`src/rtl/fft_bitrev_reader.sv`:
```
// fft_bitrev_reader
// Output reorder buffer for the radix-2 FFT back end. Samples arrive in
// bit-reversed index order and leave in natural order over a valid/ready
// stream. Two banks ping-pong so one frame fills while the previous drains.
// Optional framing check: define FFT_BITREV_CHECK_EN to compare in_last
// against the write counter and raise a sticky err flag on mismatch.
module fft_bitrev_reader #(
    parameter int WIDTH = 8,
    parameter int LOG2N = 3
) (
    input  logic             clk,
    input  logic             rst_n,
    input  logic             in_valid,
    output logic             in_ready,
    input  logic [WIDTH-1:0] in_r,
    input  logic [WIDTH-1:0] in_i,
    input  logic             in_last,
    output logic             out_valid,
    input  logic             out_ready,
    output logic [WIDTH-1:0] out_r,
    output logic [WIDTH-1:0] out_i,
    output logic [LOG2N-1:0] out_idx,
    output logic             out_last,
    output logic             err
);

    localparam int N = 1 << LOG2N;
    localparam logic [LOG2N-1:0] LAST_IDX = {LOG2N{1'b1}};

    // Reverse the LOG2N bits of an index (N = 8: 1 -> 4, 3 -> 6).
    function automatic logic [LOG2N-1:0] bitrev(input logic [LOG2N-1:0] v);
        logic [LOG2N-1:0] r;
        r = '0;
        for (int b = 0; b < LOG2N; b++) begin
            r[b] = v[LOG2N-1-b];
        end
        return r;
    endfunction

    // Storage: two banks of N packed {real, imag} words.
    logic [2*WIDTH-1:0] mem_q [2][N];

    logic [LOG2N-1:0] wcnt_q, wcnt_d;
    logic [LOG2N-1:0] rcnt_q, rcnt_d;
    logic             wbank_q, wbank_d;
    logic             rbank_q, rbank_d;
    logic [1:0]       full_q, full_d;

    logic             out_valid_q, out_valid_d;
    logic [WIDTH-1:0] out_r_q, out_r_d;
    logic [WIDTH-1:0] out_i_q, out_i_d;
    logic [LOG2N-1:0] out_idx_q, out_idx_d;
    logic             out_last_q, out_last_d;
    logic             err_q, err_d;

    logic             in_ready_s;
    logic             in_hs_s;
    logic             load_s;
    logic [2*WIDTH-1:0] rd_word_s;

    // Handshake and load qualifiers; a full write bank blocks further writes.
    always_comb begin
        in_ready_s = ~full_q[wbank_q];
        in_hs_s    = in_valid & in_ready_s;
        load_s     = full_q[rbank_q] & (~out_valid_q | out_ready);
        rd_word_s  = mem_q[rbank_q][rcnt_q];
    end

    // Write-side counter and bank pointer advance on every accepted sample.
    always_comb begin
        wcnt_d  = wcnt_q;
        wbank_d = wbank_q;
        if (in_hs_s) begin
            if (wcnt_q == LAST_IDX) begin
                wcnt_d  = '0;
                wbank_d = ~wbank_q;
            end else begin
                wcnt_d  = wcnt_q + LOG2N'(1);
            end
        end else begin
            wcnt_d  = wcnt_q;
        end
    end

    // Bank occupancy: write side sets, read side clears; they never hit the same bank.
    always_comb begin
        full_d = full_q;
        if (in_hs_s && (wcnt_q == LAST_IDX)) begin
            full_d[wbank_q] = 1'b1;
        end else begin
            full_d[wbank_q] = full_q[wbank_q];
        end
        if (load_s && (rcnt_q == LAST_IDX)) begin
            full_d[rbank_q] = 1'b0;
        end else begin
            full_d[rbank_q] = full_d[rbank_q];
        end
    end

    // Read side: load the output register in natural order, or drop valid once taken.
    always_comb begin
        rcnt_d      = rcnt_q;
        rbank_d     = rbank_q;
        out_valid_d = out_valid_q;
        out_r_d     = out_r_q;
        out_i_d     = out_i_q;
        out_idx_d   = out_idx_q;
        out_last_d  = out_last_q;
        if (load_s) begin
            out_r_d     = rd_word_s[2*WIDTH-1:WIDTH];
            out_i_d     = rd_word_s[WIDTH-1:0];
            out_idx_d   = rcnt_q;
            out_last_d  = (rcnt_q == LAST_IDX);
            out_valid_d = 1'b1;
            if (rcnt_q == LAST_IDX) begin
                rcnt_d  = '0;
                rbank_d = ~rbank_q;
            end else begin
                rcnt_d  = rcnt_q + LOG2N'(1);
            end
        end else if (out_valid_q && out_ready) begin
            out_valid_d = 1'b0;
        end else begin
            out_valid_d = out_valid_q;
        end
    end

`ifdef FFT_BITREV_CHECK_EN
    // Sticky framing error: in_last must coincide with the final write slot.
    always_comb begin
        if (in_hs_s && (in_last != (wcnt_q == LAST_IDX))) begin
            err_d = 1'b1;
        end else begin
            err_d = err_q;
        end
    end
`else
    logic unused_in_last_s;
    assign unused_in_last_s = in_last;

    // Framing check disabled: err stays low.
    always_comb begin
        err_d = 1'b0;
    end
`endif

    // Sample storage write; contents need no reset because full_q gates reads.
    always_ff @(posedge clk) begin
        if (in_hs_s) begin
            mem_q[wbank_q][bitrev(wcnt_q)] <= {in_r, in_i};
        end
    end

    // Control and output state registers.
    always_ff @(posedge clk or negedge rst_n) begin
        if (!rst_n) begin
            wcnt_q      <= '0;
            rcnt_q      <= '0;
            wbank_q     <= 1'b0;
            rbank_q     <= 1'b0;
            full_q      <= 2'b00;
            out_valid_q <= 1'b0;
            out_r_q     <= '0;
            out_i_q     <= '0;
            out_idx_q   <= '0;
            out_last_q  <= 1'b0;
            err_q       <= 1'b0;
        end else begin
            wcnt_q      <= wcnt_d;
            rcnt_q      <= rcnt_d;
            wbank_q     <= wbank_d;
            rbank_q     <= rbank_d;
            full_q      <= full_d;
            out_valid_q <= out_valid_d;
            out_r_q     <= out_r_d;
            out_i_q     <= out_i_d;
            out_idx_q   <= out_idx_d;
            out_last_q  <= out_last_d;
            err_q       <= err_d;
        end
    end

    assign in_ready  = in_ready_s;
    assign out_valid = out_valid_q;
    assign out_r     = out_r_q;
    assign out_i     = out_i_q;
    assign out_idx   = out_idx_q;
    assign out_last  = out_last_q;
    assign err       = err_q;

endmodule

```
`config.mk`:
```
export PLATFORM = sky130hd
export DESIGN_NAME = fft_bitrev_reader
export DESIGN_NICKNAME = d
export VERILOG_FILES = /design/src/rtl/fft_bitrev_reader.sv
export SDC_FILE = /design/constraint.sdc
export NUM_CORES = 1
export LEC_CHECK = 0
export ABC_AREA = 1
export BUFFER_PORTS_ARGS = -buffer_cell sky130_fd_sc_hd__clkbuf_2
export CORE_MARGIN = 1
export CORE_UTILIZATION = 40
export CTS_BUF_LIST = sky130_fd_sc_hd__clkbuf_4
export DETAILED_ROUTE_END_ITERATION = 6
export PLACE_DENSITY = 0.56
export SYNTH_ARGS = -nofsm -noshare
export SYNTH_HDL_FRONTEND = slang
export SYNTH_SLANG_ARGS = --single-unit
```
`constraint.sdc`:
```
create_clock -name clk -period 3.28 [get_ports clk]
set_clock_uncertainty 0.2 [all_clocks]
set_input_delay 0.328 -clock clk [delete_from_list [all_inputs] [get_ports clk]]
set_output_delay 0.328 -clock clk [all_outputs]
set_load 0.03 [all_outputs]
```
---- After elaboration in Yosys (flattened, before gate mapping) ----
Memories as Yosys holds them, arrays and structs flattened.
Cells that the tools add are included.
storage, ports and cells
  register bits ........................... 31
  bits in writable memories ............... 256
  input port bits ......................... 21
  logic and storage cells ................. 68
  memories kept ........................... 1
memories
  memory  depth  width  read ports  clocked after Yosys merged registers in  wr ports  line  source
  mem_q   2      128    1           0                                        1         41    logic [2*WIDTH-1:0] mem_q [2][N];
operators by class
  $add $sub $neg .......................... 2
  order comparisons ....................... 7
  eq/ne operators ......................... 2
  multiplexer cells ....................... 25
  bitwise gates (word level) .............. 12
  reductions and logical operators ........ 9
operators with widths
  kind                   number
  $mux W128              1
  $bmux W16 S3           1
  $demux W16 S3          1
  $mux W16               3
  $mux W1                11
  $ge A4 B4 Y1 const B   2
  $not A3 Y4             2
  $add A3 B1 Y3 const B  2
  $eq A3 B3 Y1 const B   2
  $logic_and A1 B1 Y1    6
  $mux W3                2
  $bwmux W2              2
  $lt A1 B2 Y1 const B   2
  $lt A4 B1 Y1 const B   1
  $mux W2                2
  $not A1 Y1             4
  $reduce_and A2 Y1      2
  $and A1 B1 Y1          2
  $and A2 B2 Y2          1
  $demux W1 S1           2
  $ge A1 B1 Y1 const B   2
  $not A2 Y2             1
  $or A2 B2 Y2           1
  $reduce_bool A2 Y1     1
  $or A1 B1 Y1           1

---- Logic depth before layout (Yosys ltp) ----
Gate-level depths: netlist (run 1).
  depth in word-level cells ............... 10
  depth in mapped cells ................... 12
  gate-level depth less buffers ........... 9

---- Worst setup path before layout (run 1) ----
OpenSTA, ideal clock, no wires.
  path type ............................... flip-flop to flip-flop
  start point ............................. register full_q[0]
  end point ............................... memory mem_q[0][112] (netlist bit), enable pin
  library setup time ...................... 0.388 ns
  arrival ................................. 1.922 ns
  slack ................................... 0.770 ns
  cell stages (with the launch flop) ...... 7
  buffers on the path ..................... 1
  cell sequence ........................... dfrtp_1 > o21ai_2 > nand2_2 > inv_1 > buf_4 > nand3_1 > nor2_1
on the way
  longest elaborated chain between the ends .. 6
ends and longest elaborated chain
  item                                         line  source
  start: declaration                           47    logic [1:0] full_q, full_d;
  start signal: assignment                     173   full_q <= full_d;
  $mux W1 (implied by the code) (2 in series)  63    in_ready_s = ~full_q[wbank_q];
  $not A1 Y1                                   63
  net in_ready                                 14    output logic in_ready,
  $and A1 B1 Y1                                64    in_hs_s = in_valid & in_ready_s;
  $mux W1                                      149   if (in_hs_s) begin
  $mux W128 (implied by the code)              150   mem_q[wbank_q][bitrev(wcnt_q)] <= {in_r, in_i};
  end: declaration                             41
The timed path passes the listed nets, and every way through them passes these cells. The select of a mux whose other input is x is not followed.

---- Worst setup path in the final report (run 1) ----
  start point ............................. register full_q[0]
  end point ............................... memory mem_q[0][39] (netlist bit), enable pin
on the way
  longest elaborated chain between the ends .. 6
ends and longest elaborated chain
  item                                         line
  $mux W1 (implied by the code) (2 in series)  63
  $not A1 Y1                                   63
  $and A1 B1 Y1                                64
  $mux W1                                      149
  $mux W128 (implied by the code)              150
No other way between the ends. The select of a mux whose other input is x is not followed.

==> impl_summary.md, run 1 <==
Outcome
The flow ran to the end, and the final reports show no timing, DRC or antenna violations.

Final layout
The fraction of final layout cells with drive strength greater than 1 is 0.1753. The area growth from synthesis to layout is 14.43%. After the last flow step, the layout net total stands at 1227.

The number of filler instances in the final layout is 2714. With fillers left out, the area of the finished cells amounts to 13870 um^2. The most common library cell in the layout ignoring fill and taps is sky130_fd_sc_hd__nand2_1.

Once layout is complete, the cells apart from fillers number 1646. The top cell types in the final layout, fill and taps aside, are sky130_fd_sc_hd__nand2_1, sky130_fd_sc_hd__edfxtp_1, sky130_fd_sc_hd__nand3_1.

Power
Cell internal power was estimated by the tool at 0.007153 W. The analysis attributes to cell leakage a power of 5.728 nW. The relative contribution of combinational cells to total power is 0.328. The sequential share of power is 0.401.

The net switching power figure is 0.004356 W. The total power density per cell area is 829.9 nW/um^2. The peak supply drop is 433.3 uV.

The share of total power dissipated in the clock network is 0.271. Of the total power, the share spent switching nets is 0.3785.

Floorplanning
In this run the vertical extent of the chip is 176.1 um. The die span in x is 176.1 um. The initial utilization of the core area, before any placement, comes to 0.4078. The floorplan has 63 rows. In this run the standard cell core region covers 29720 um^2. The count of boundary I/O pins is 44. The die covers 31000 um^2.

Routing
Once detail routing completed, the nets flagged for antenna violations numbered 0. The total via count in the routed design is 7953. The starting DRC count in detailed routing is 508. After detailed routing, the average wire length per cell comes to 17.08 um. The DRC violations left is 0. The first detailed-routing pass took 7 iterations. Dividing the detail-routed via count by the number of cells gives 4.832.

After detailed routing, the total wire length is 28110 um.

Yosys
The netlist area before placement is 12120 um^2. The number of standard cells after synthesis is 1088. Counting distinct cell types in the post-synthesis netlist gives 25. The net count after synthesis is 1117. The synthesized area per cell is 11.14 um^2. The count of state elements after synthesis is 287.

The share of the yosys chip area belonging to registers is 0.6983. For this run, the number of Yosys warnings is 0.

Setup path
The maximum fanout count along the critical path is 12. The standard cell with the maximum stage delay on the critical path is sky130_fd_sc_hd__nor2_2. The start-to-end type of the worst setup path is reg -> reg. At the worst endpoint, the arrival time is 2.65 ns. The setup slack on the worst flop-to-flop path is 0.78 ns. The critical path required time is 3.43 ns. The category of cells accounting for the largest share of critical-path delay is simple AND/OR/NAND/NOR gates.

Traced cell by cell, the critical path runs through o21ai_2 > nand2_2 > inv_1 > nand3_2 > nor2_2 > buf_4. The critical path's largest stage delay is 0.48 ns. STA classifies the critical path endpoint as a flip-flop. Together, buffers and inverters on the worst path number 2. The category of the worst setup path launch point is a flip-flop.

Placed design
Detailed placement ended at an HPWL of 16520 um. During placement, the flow inserted port buffers numbering 41. The number of placed cells counting well taps is 1492. The last weighted congestion value of the routability-driven placer is 0.7611. The cell area after placement is 12700 um^2.

Timing
The remaining max-slew budget at the tightest pin is 0.2465. For the pin with the worst max-slew slack, the measured transition is 1.123 ns. The count of endpoints failing hold in the final timing report is 0. Setup violations remaining at the end of the flow were counted as 0.

The count of final max-slew check failures is 0. Counting I/O delays and the setup requirement, the final critical path takes 2.499 ns. Setup repair after global routing left no endpoint under its margin. The setup TNS is 0 ns.

The post-route clock period utilization is 0.7618. Based on the critical path, the design can be clocked at up to 0.4002 GHz.

GRT
Entering global routing, the biggest net connects 86 pins. The first global-routing pass estimated 44040 um of wire. In the global route stage, overall resource usage came out at 0.1892. The global route total overflow is 0. The number of global-route vias before repair came to 7823. The number of antenna violations at the first check in global routing is 1.

Clock tree
The number of sinks handled by clock tree synthesis is 287. Clock-pin slew was measured on the worst setup and hold paths at 0.07 ns. The clock latency on the worst-skew pair is 0.70 ns. Counting along the longest clock path gives a buffer depth of 3.

TritonCTS created 75 clock buffers. The H-tree depth is 3. The CTS tree is done. The tree is rooted in a sky130_fd_sc_hd__clkbuf_4.

Job
The max capacitance violation total is 0.

Worst hold path
The path class of the lowest-slack min-delay path is in -> async.
synthesized netlist by cell type, drive strengths merged:
cell    instances  share of area
clkbuf         12         0.0037
nand3         154          0.064
o211ai         19          0.013
a21oi           1        0.00041
ha              8         0.0083
inv           136          0.043
nor2           96          0.030
nand2         266          0.083
conb            1        0.00031
o21ai          60          0.025
clkinv          2        0.00062
buf            46          0.030
edfxtp        256           0.63
dfrtp          31          0.064
through the flow:
step | setup WS (ns) | utilization | power, W | hold slack [ns]
4_1_cts | 0.7525 | 0.4666 | 0.01167 | 0.07892
5_1_grt | 0.5931 | 0.4667 | 0.01228 | 0.1319
3_5_place_dp | 0.7790 | 0.4272 | 0.008496 | 0.2666
2_1_floorplan | 0.7700 | - | 0.007438 | -0.1676
3_3_place_gp | 0.8133 | 0.4272 | 0.008454 | 0.2639
6_report | 0.7812 | 0.4667 | 0.01151 | 0.1198
path summary, 6_finish.rpt:
check                      startpoint            to  cells past startpoint
max                         full_q[0]  mem_q[0][39]                      6
max in group asynchronous       rst_n       rbank_q                      2
min in group clk             out_r[4]      out_r[4]                      2
min                             rst_n      out_r[6]                      2
max reg2reg                 full_q[0]  mem_q[0][39]                      6
min reg2reg                  out_r[4]      out_r[4]                      2
flip-flops by register name (all words and copies together) (netlist names):
signal,cells
rcnt_q,3
out_idx,3
out_r,8
out_i,8
wcnt_q,3
rbank_q,1
mem_q,256
wbank_q,1
full_q,2
out_valid,1
out_last,1
what timing repair did:
item                                   4_1_cts  5_1_grt
gates resized for setup                      0        0
endpoints found under the hold margin      291        0
hold buffers                                19        0
buffers inserted                             0        0
power groups by stage:
stage	Combinational [W]	Sequential (W)	Clock, W
floorplan	0.00260	0.00484	0
global placement	0.00378	0.00468	0
detailed placement	0.00380	0.00469	0
CTS	0.00384	0.00462	0.00321
global route	0.00424	0.00465	0.00339
finish	0.00377	0.00461	0.00312
layer usage:
| layer | part of all wire | GRT usage |
|---|---|---|
| met1 | 0.44 | 0.2540 |
| met2 | 0.48 | 0.3059 |
| met3 | 0.060 | 0.03122 |
| met4 | 0.020 | 0.07572 |
| met5 | 0 | 0 |
area by class of cell:
type | count | area (um^2) | share of cell area
Multi-Input combinational cell | 605 | 2754 | 0.1986
Sequential cell | 287 | 8468 | 0.6106
Clock buffer | 113 | 848.3 | 0.06117
Inverter | 138 | 523.0 | 0.03771
Antenna cell | 1 | 2.502 | 0.0001804
Tap cell | 390 | 488.0 | 0.03519
Clock inverter | 21 | 131.4 | 0.009473
Timing Repair Buffer | 91 | 653.1 | 0.04709
kinds of logic (layout without fill, tap and decap cells):
logic type | count (synthesis) | count (layout) | share of synthesized area
buf+inv | 196 | 363 | 0.07712
flops | 287 | 287 | 0.6983
fa+ha+maj | 8 | 8 | 0.008260
compound gates | 80 | 80 | 0.03841
simple gates | 516 | 516 | 0.1776
other cells | 1 | 2 | 0.0003094
No activity file was read; power rests on OpenSTA's default activity.
==> run 2: changes to the inputs <==
==> constraint.sdc (replaced) <==
create_clock -name clk -period 2.4 [get_ports clk]
set_clock_uncertainty 0.2 [all_clocks]
set_input_delay 0.24 -clock clk [delete_from_list [all_inputs] [get_ports clk]]
set_output_delay 0.24 -clock clk [all_outputs]
set_load 0.03 [all_outputs]
==> run 2 against run 1 <==
Cell count is 1.2% higher; sequential share of layout area is 1.7 points lower; wire length is 1.4% higher; combinational power is 47% higher; sequential power is 36% higher; register-to-register slack worse by 0.54 ns; fmax is 16% higher; non-clock buffer count is 17 higher; highest routed layer unchanged; largest power group unchanged; largest cell class unchanged; critical path type unchanged; core utilization is 1.4 points higher; via count is 0.23% higher.
==> impl_summary.md, run 2 (synthesized netlist as in run 1, its figures left out) <==
Routing
The number of detailed-routing iterations run before antenna repair is 5 (-2). The wire length per cell is 17.11 um (+0.20%). The routed via count divided by cell count is 4.785 (-0.98%).

The final wirelength came to 28510 um (+1.4%). The number of nets with antenna violations after detailed routing came to 0 (unchanged). The starting DRC count in detailed routing is 487 (-4.1%).

The total via count in the routed design is 7971 (+0.23%). The DRC violations left is 0 (unchanged).

Timing
The upper clock frequency limit came to 0.4631 GHz (+16%). The count of endpoints failing hold in the final timing report is 0 (unchanged). The setup TNS is 0 ns (unchanged). Setup repair after global routing left no endpoint under its margin. The post-route minimum period is 2.160 ns (-0.3392 ns). The setup-violating endpoint count in the final report is 0 (unchanged). The transition time at the pin with the least slew margin came to 0.6493 ns (-0.4741 ns). The count of final max-slew check failures is 0 (unchanged).

The post-route clock period utilization is 0.8998 (+0.1380). The remaining max-slew budget at the tightest pin is 0.5667 (+0.3202).

Clock tree
The number of resized instances in the post-cts repair step is 0 (unchanged). The number of sinks handled by clock tree synthesis is 287 (unchanged). The largest buffer count on any clock path is 3 (unchanged).

The H-tree depth is 3 (unchanged). The clock latency on the worst-skew pair is 0.69 ns (about the same). The clock-pin slew on the worst setup and hold paths is 0.06 ns (about the same). The cts-stage hold buffer count is 21 (+2).

The root buffer cell is sky130_fd_sc_hd__clkbuf_4. TritonCTS built the clock tree. The TritonCTS buffer count is 76 (+1.3%). The post-CTS setup buffer count is 0 (unchanged).

Final layout
The number of filler instances in the final layout was 2711 (-0.11%). The final net count came to 1245 (+1.5%). In the layout the commonest cells are sky130_fd_sc_hd__nand2_1, sky130_fd_sc_hd__edfxtp_1, sky130_fd_sc_hd__nand3_1.

The number of flip-flops in the largest register is 256 (unchanged). The final core utilization is 0.4803 (+0.01364). The area taken by flip-flops and latches came to 8468 um^2 (unchanged).

Leaving out fill and tap cells, the most frequent cell in the layout is sky130_fd_sc_hd__nand2_1. The fraction of final layout cells with drive strength greater than 1 is 0.1915 (+0.01622). The area used by multi-input combinational logic came to 2754 um^2 (unchanged).

The register with the most flip-flops in the final layout is mem_q. Relative to the synthesized area, the layout overhead comes to 17.78%.

Floorplanning
The number of core rows came to 63 (unchanged). The area of the die came to 31000 um^2 (unchanged). The starting density of the core is 0.4078 (unchanged). The die span in x is 176.1 um (unchanged).

The placeable core region was 29720 um^2 (unchanged). The count of boundary I/O pins is 44 (unchanged). The die span in y is 176.1 um (unchanged).

Placed design
The sum of net half-perimeters after detailed placement was 17180 um (+4.0%). The last weighted congestion value of the routability-driven placer is 0.7580 (-0.41%). The count of input and output buffers is 41 (unchanged).

Power
The clock power share is 0.278 (+0.007). The static leakage is 5.903 nW (+3.1%). The relative contribution of combinational cells to total power is 0.339 (+0.011). The sequential share of power is 0.383 (-0.018).

The net switching fraction of the power is 0.3687 (-0.009854). The peak supply drop is 695.0 uV (+60%). The total chip power came to 0.01635 W (+42%).

The net switching power figure is 0.006028 W (+38%). The internal power component was 0.01032 W (+44%). The total power density per cell area is 1146 nW/um^2 (+38%).

Setup path
On the critical path, the stage with the largest delay is an instance of sky130_fd_sc_hd__dfrtp_1. The maximum fanout count along the critical path was 12 (unchanged). The critical path's largest stage delay is 0.44 ns (-0.04 ns).

The critical path required time is 2.55 ns (-0.88 ns). The buffers plus inverters on the worst setup path is 2 (unchanged). Broken down by cell family, the worst path's largest delay share belongs to buffers and inverters. The endpoint class of the critical path is a flip-flop. The arrival time of data at the critical path endpoint is 2.31 ns (-0.34 ns). The category of the worst setup path launch point is a flip-flop.

The critical path in this run is classified as reg -> reg. The critical path goes through o21ai_2 > nand2_2 > inv_1 > nand3_1 > nor2_2 > buf_4.

GRT
The global route total overflow is 0 (unchanged). The first-pass GRT wire length is 43760 um (-0.64%). The number of antenna violations at the first check in global routing is 1 (unchanged). The pin count of the biggest net entering global routing was 65 (-24%). The global-route usage over all layers is 0.1901 (+0.0008749). The number of global-route vias before repair is 7619 (-2.6%).

Outcome
The run finished with clean final reports.

Worst hold path
The worst hold path belongs to the class in -> reg.

Job
The max capacitance violation total is 0 (unchanged).
==> run 2: final cells by class <==
| cell class | instances | area share |
|---|---|---|
| clock buffers | 121 | 0.06364 |
| diodes | 2 | 0.0003506 |
| multi-input cells | 605 | 0.1929 |
| flip-flops and latches | 287 | 0.5933 |
| well taps | 390 | 0.03419 |
| repair buffers | 108 | 0.06890 |
| clock inverters | 15 | 0.01008 |
| inverters | 138 | 0.03664 |
==> run 2: through the flow <==
step,area [um^2],hold WS [ns],std cells,worst slack (ns)
6_report,14270,0.2496,1666,0.2404
5_1_grt,14270,0.2357,1666,0.09637
4_1_cts,14270,0.1911,1664,0.2157
3_5_place_dp,13000,0.09494,1507,0.2913
3_3_place_gp,13000,0.08190,1507,0.3124
2_1_floorplan,12130,-0.2556,1088,-0.1100
==> run 2: routing by layer <==
layer  GRT usage  share of wire  up-vias  wire, um
met5           0              0        -         0
met4     0.06268          0.018        0       516
met3     0.03402          0.044       47      1249
met2      0.3017           0.47      169     13380
met1      0.2638           0.47     3812     13360
li1            -              -     3943         -
==> run 2: worst min-delay path, stage by stage <==
cell                            delay (ns)
sky130_fd_sc_hd__dlygate4sd3_1        0.53
sky130_fd_sc_hd__clkbuf_2             0.10
sky130_fd_sc_hd__inv_1                0.03
sky130_fd_sc_hd__nand2_1              0.12
sky130_fd_sc_hd__nand2_1              0.07
==> run 2: worst paths after layout <==
path                            from             to  slack, ns  cells past startpoint
setup / recovery           full_q[0]  mem_q[1][119]       0.24                      6
hold / removal             out_ready      out_valid       0.25                      5
setup reg to reg           full_q[0]  mem_q[1][119]       0.24                      6
hold reg to reg             out_r[7]       out_r[7]       0.28                      2
max in group asynchronous      rst_n      wcnt_q[2]       1.26                      4
min in group asynchronous      rst_n      rcnt_q[2]       0.50                      4
==> run 2: power groups by stage <==
stage          logic [W]  clock network (W)  registers, W
6_report         0.00555            0.00454       0.00627
5_1_grt          0.00617            0.00489       0.00631
4_1_cts          0.00559            0.00467       0.00627
3_5_place_dp     0.00554                  0       0.00637
3_3_place_gp     0.00549                  0       0.00636
2_1_floorplan    0.00356                  0       0.00662
==> run 3: changes to the inputs <==
--- a/config.mk
+++ b/config.mk
@@ -6,7 +6,7 @@
 export NUM_CORES = 1
 export LEC_CHECK = 0
 export ABC_AREA = 1
-export BUFFER_PORTS_ARGS = -buffer_cell sky130_fd_sc_hd__clkbuf_2
+export BUFFER_PORTS_ARGS = -buffer_cell sky130_fd_sc_hd__buf_2
 export CORE_MARGIN = 1
 export CORE_UTILIZATION = 40
 export CTS_BUF_LIST = sky130_fd_sc_hd__clkbuf_4
==> run 3 against run 2 <==
Cell count is 0.24% lower; flip-flop and latch count stayed put; wire length is 0.31% higher; first-iteration DRC count is 32% higher; design area is 0.59% lower; sequential share of layout area is 0.35 points higher; non-clock buffer count is 4 higher; critical endpoint is now mem_q[1][48].
==> impl_summary.md, run 3 (synthesized netlist as in run 1, its figures left out) <==
Outcome
The flow ran to the end, and the final reports show no timing, DRC or antenna violations.

Floorplanning
The area of the die is 31000 um^2 (unchanged). The starting density of the core came to 0.4078 (unchanged). The placeable core region is 29720 um^2 (unchanged). The count of boundary I/O pins is 44 (unchanged).

The die span in x came to 176.1 um (unchanged). The number of core rows is 63 (unchanged). The die span in y is 176.1 um (unchanged).

Worst hold path
The min-delay analysis places its worst path in the category in -> reg. For hold timing, the worst endpoint is out_valid. In this run the most critical hold path is launched from out_ready. The hold path depth is 5 (unchanged).

Routing
The number of detailed-routing iterations run before antenna repair is 5 (unchanged). The routed via count divided by cell count is 4.837 (+1.1%). The number of nets with antenna violations after detailed routing was 0 (unchanged).

The final wirelength was 28600 um (+0.31%). The wire length per cell is 17.21 um (+0.55%). The total via count in the routed design is 8039 (+0.85%). The DRC violations left is 0 (unchanged). The starting DRC count in detailed routing is 641 (+32%).

Final layout
mem_q holds more flip-flops than any other register. The fraction of final layout cells with drive strength greater than 1 is 0.1888 (-0.002695). From synthesis to final layout, the design area changed by 17.09%. The library cell used most frequently in the layout, excluding fill and tap cells, is sky130_fd_sc_hd__nand2_1. The number of flip-flops in the largest register is 256 (unchanged). The library cells used most frequently in the layout, excluding fill and tap cells, are sky130_fd_sc_hd__nand2_1, sky130_fd_sc_hd__edfxtp_1, sky130_fd_sc_hd__nand3_1. The final net count is 1249 (+0.32%). The final design instance area without fill is 14190 um^2 (-0.59%).

Clock tree
The H-tree depth was 3 (unchanged). The clock-pin slew on the worst setup and hold paths is 0.06 ns (about the same). The number of sinks handled by clock tree synthesis came to 287 (unchanged). TritonCTS built the clock tree.

The TritonCTS buffer count is 76 (unchanged). The post-CTS setup buffer count is 0 (unchanged). The largest buffer count on any clock path is 3 (unchanged). The root buffer cell is sky130_fd_sc_hd__clkbuf_4. The clock latency on the worst-skew pair is 0.69 ns (about the same).

GRT
The pin count of the biggest net entering global routing is 65 (unchanged). The global-route usage over all layers is 0.1933 (+0.003255). The first-pass GRT wire length came to 44720 um (+2.2%). The global route total overflow is 0 (unchanged). The number of global-route vias before repair is 7810 (+2.5%). The number of antenna violations at the first check in global routing is 1 (unchanged).

Setup path
The category of the worst setup path launch point is a flip-flop. The critical path goes through o21ai_2 > nand2_2 > inv_1 > nand3_1 > nor2_2 > buf_4. The number of cells on the worst reg-to-reg path is 6 (unchanged). The startpoint of the worst-slack reg-to-reg timing path is full_q[0]. The worst setup path is captured at a flip-flop. The critical path required time is 2.55 ns (about the same).

The setup slack on the worst flop-to-flop path is 0.28 ns (+0.04 ns). The slowest stage of the critical path is the sky130_fd_sc_hd__dfrtp_1 cell. The arrival time of data at the critical path endpoint is 2.27 ns (-0.04 ns). The worst setup path is of the reg -> reg kind. The endpoint identified for the worst register-to-register timing path is mem_q[1][48]. The maximum fanout count along the critical path is 12 (unchanged).

The critical path's largest stage delay is 0.43 ns (about the same).

Placed design
The last weighted congestion value of the routability-driven placer is 0.7423 (-2.1%). The count of input and output buffers is 41 (unchanged). The cell area after placement is 13000 um^2 (about the same). The sum of net half-perimeters after detailed placement is 17520 um (+2.0%).

Timing
The count of final max-slew check failures is 0 (unchanged). The setup TNS came to 0 ns (unchanged). Setup repair after global routing left no endpoint under its margin. The count of endpoints failing hold in the final timing report came to 0 (unchanged). The post-route clock period utilization was 0.8819 (-0.01793).

The worst hold margin is 0.2386 ns (-0.01099 ns). The upper clock frequency limit is 0.4725 GHz (+2.0%). The remaining max-slew budget at the tightest pin is 0.5815 (+0.01484). The transition time at the pin with the least slew margin is 0.6270 ns (-0.02224 ns).

The setup-violating endpoint count in the final report is 0 (unchanged). The post-route minimum period was 2.117 ns (-0.04302 ns).

Power
The peak supply drop is 426.3 uV (-39%). The total power density per cell area is 1141 nW/um^2 (-0.41%). The static leakage was 5.884 nW (-0.33%).

Job
The max capacitance violation total is 0 (unchanged).
-- run 3: worst max path at each step --
stage / start / endpoint / slack (ns) / cells after the start
global placement: full_q[1] / mem_q[1][59] / 0.34 / 8
floorplan: full_q[0] / mem_q[0][112] / -0.11 / 6
finish: full_q[0] / mem_q[1][48] / 0.28 / 6
CTS: rst_n / rbank_q / 0.11 / 4
detailed placement: full_q[0] / mem_q[1][59] / 0.29 / 6
global route: full_q[1] / mem_q[1][60] / 0.11 / 8
-- run 3: through the flow --
step	instances	setup WS (ns)	util	power, W
after detailed placement	1511	0.2916	0.4375	0.01200
after floorplan	1088	-0.1100	-	0.01017
final	1662	0.2834	0.4775	0.01619
after global routing	1662	0.1063	0.4775	0.01726
after CTS	1661	0.1084	0.4773	0.01639
after global placement	1511	0.3387	0.4375	0.01194
-- run 3: layout make-up --
type	instances	area [um^2]
diodes	1	2.502
clock buffers	116	870.8
clock inverters	13	102.6
fillers	2703	15530
inverters	138	523.0
multi-input cells	605	2754
flip-flops and latches	287	8468
well taps	390	488.0
repair buffers	112	980.9
-- run 3: timing repair --
item / CTS / global route
hold endpoints to repair: 298 / 0
setup endpoints to repair: 0 / 8
gates resized for setup: 0 / 1
hold buffers: 21 / 0
-- run 3: power by group --
part	internal [W]	leakage (nW)	switching (W)
registers	0.00600	2.68	0.000278
logic	0.00179	2.61	0.00380
clock network	0.00240	0.590	0.00193
total	0.0102	5.88	0.00601
-- run 3: layer usage --
metal,vias to the layer above,global-route usage,part of all wire
met4,0,0.07428,0.023
li1,3932,-,-
met2,196,0.2984,0.46
met3,53,0.04264,0.052
met5,-,0,0
met1,3858,0.2661,0.47
-- run 3: worst max-delay path: cells and delay by family (launching register included) --
kind | cells | cell delay [ns]
and+or+nand+nor | 3 | 0.44
AOI/OAI and AO/OA | 1 | 0.17
buffers and inverters | 2 | 0.55
DFF | 1 | 0.43
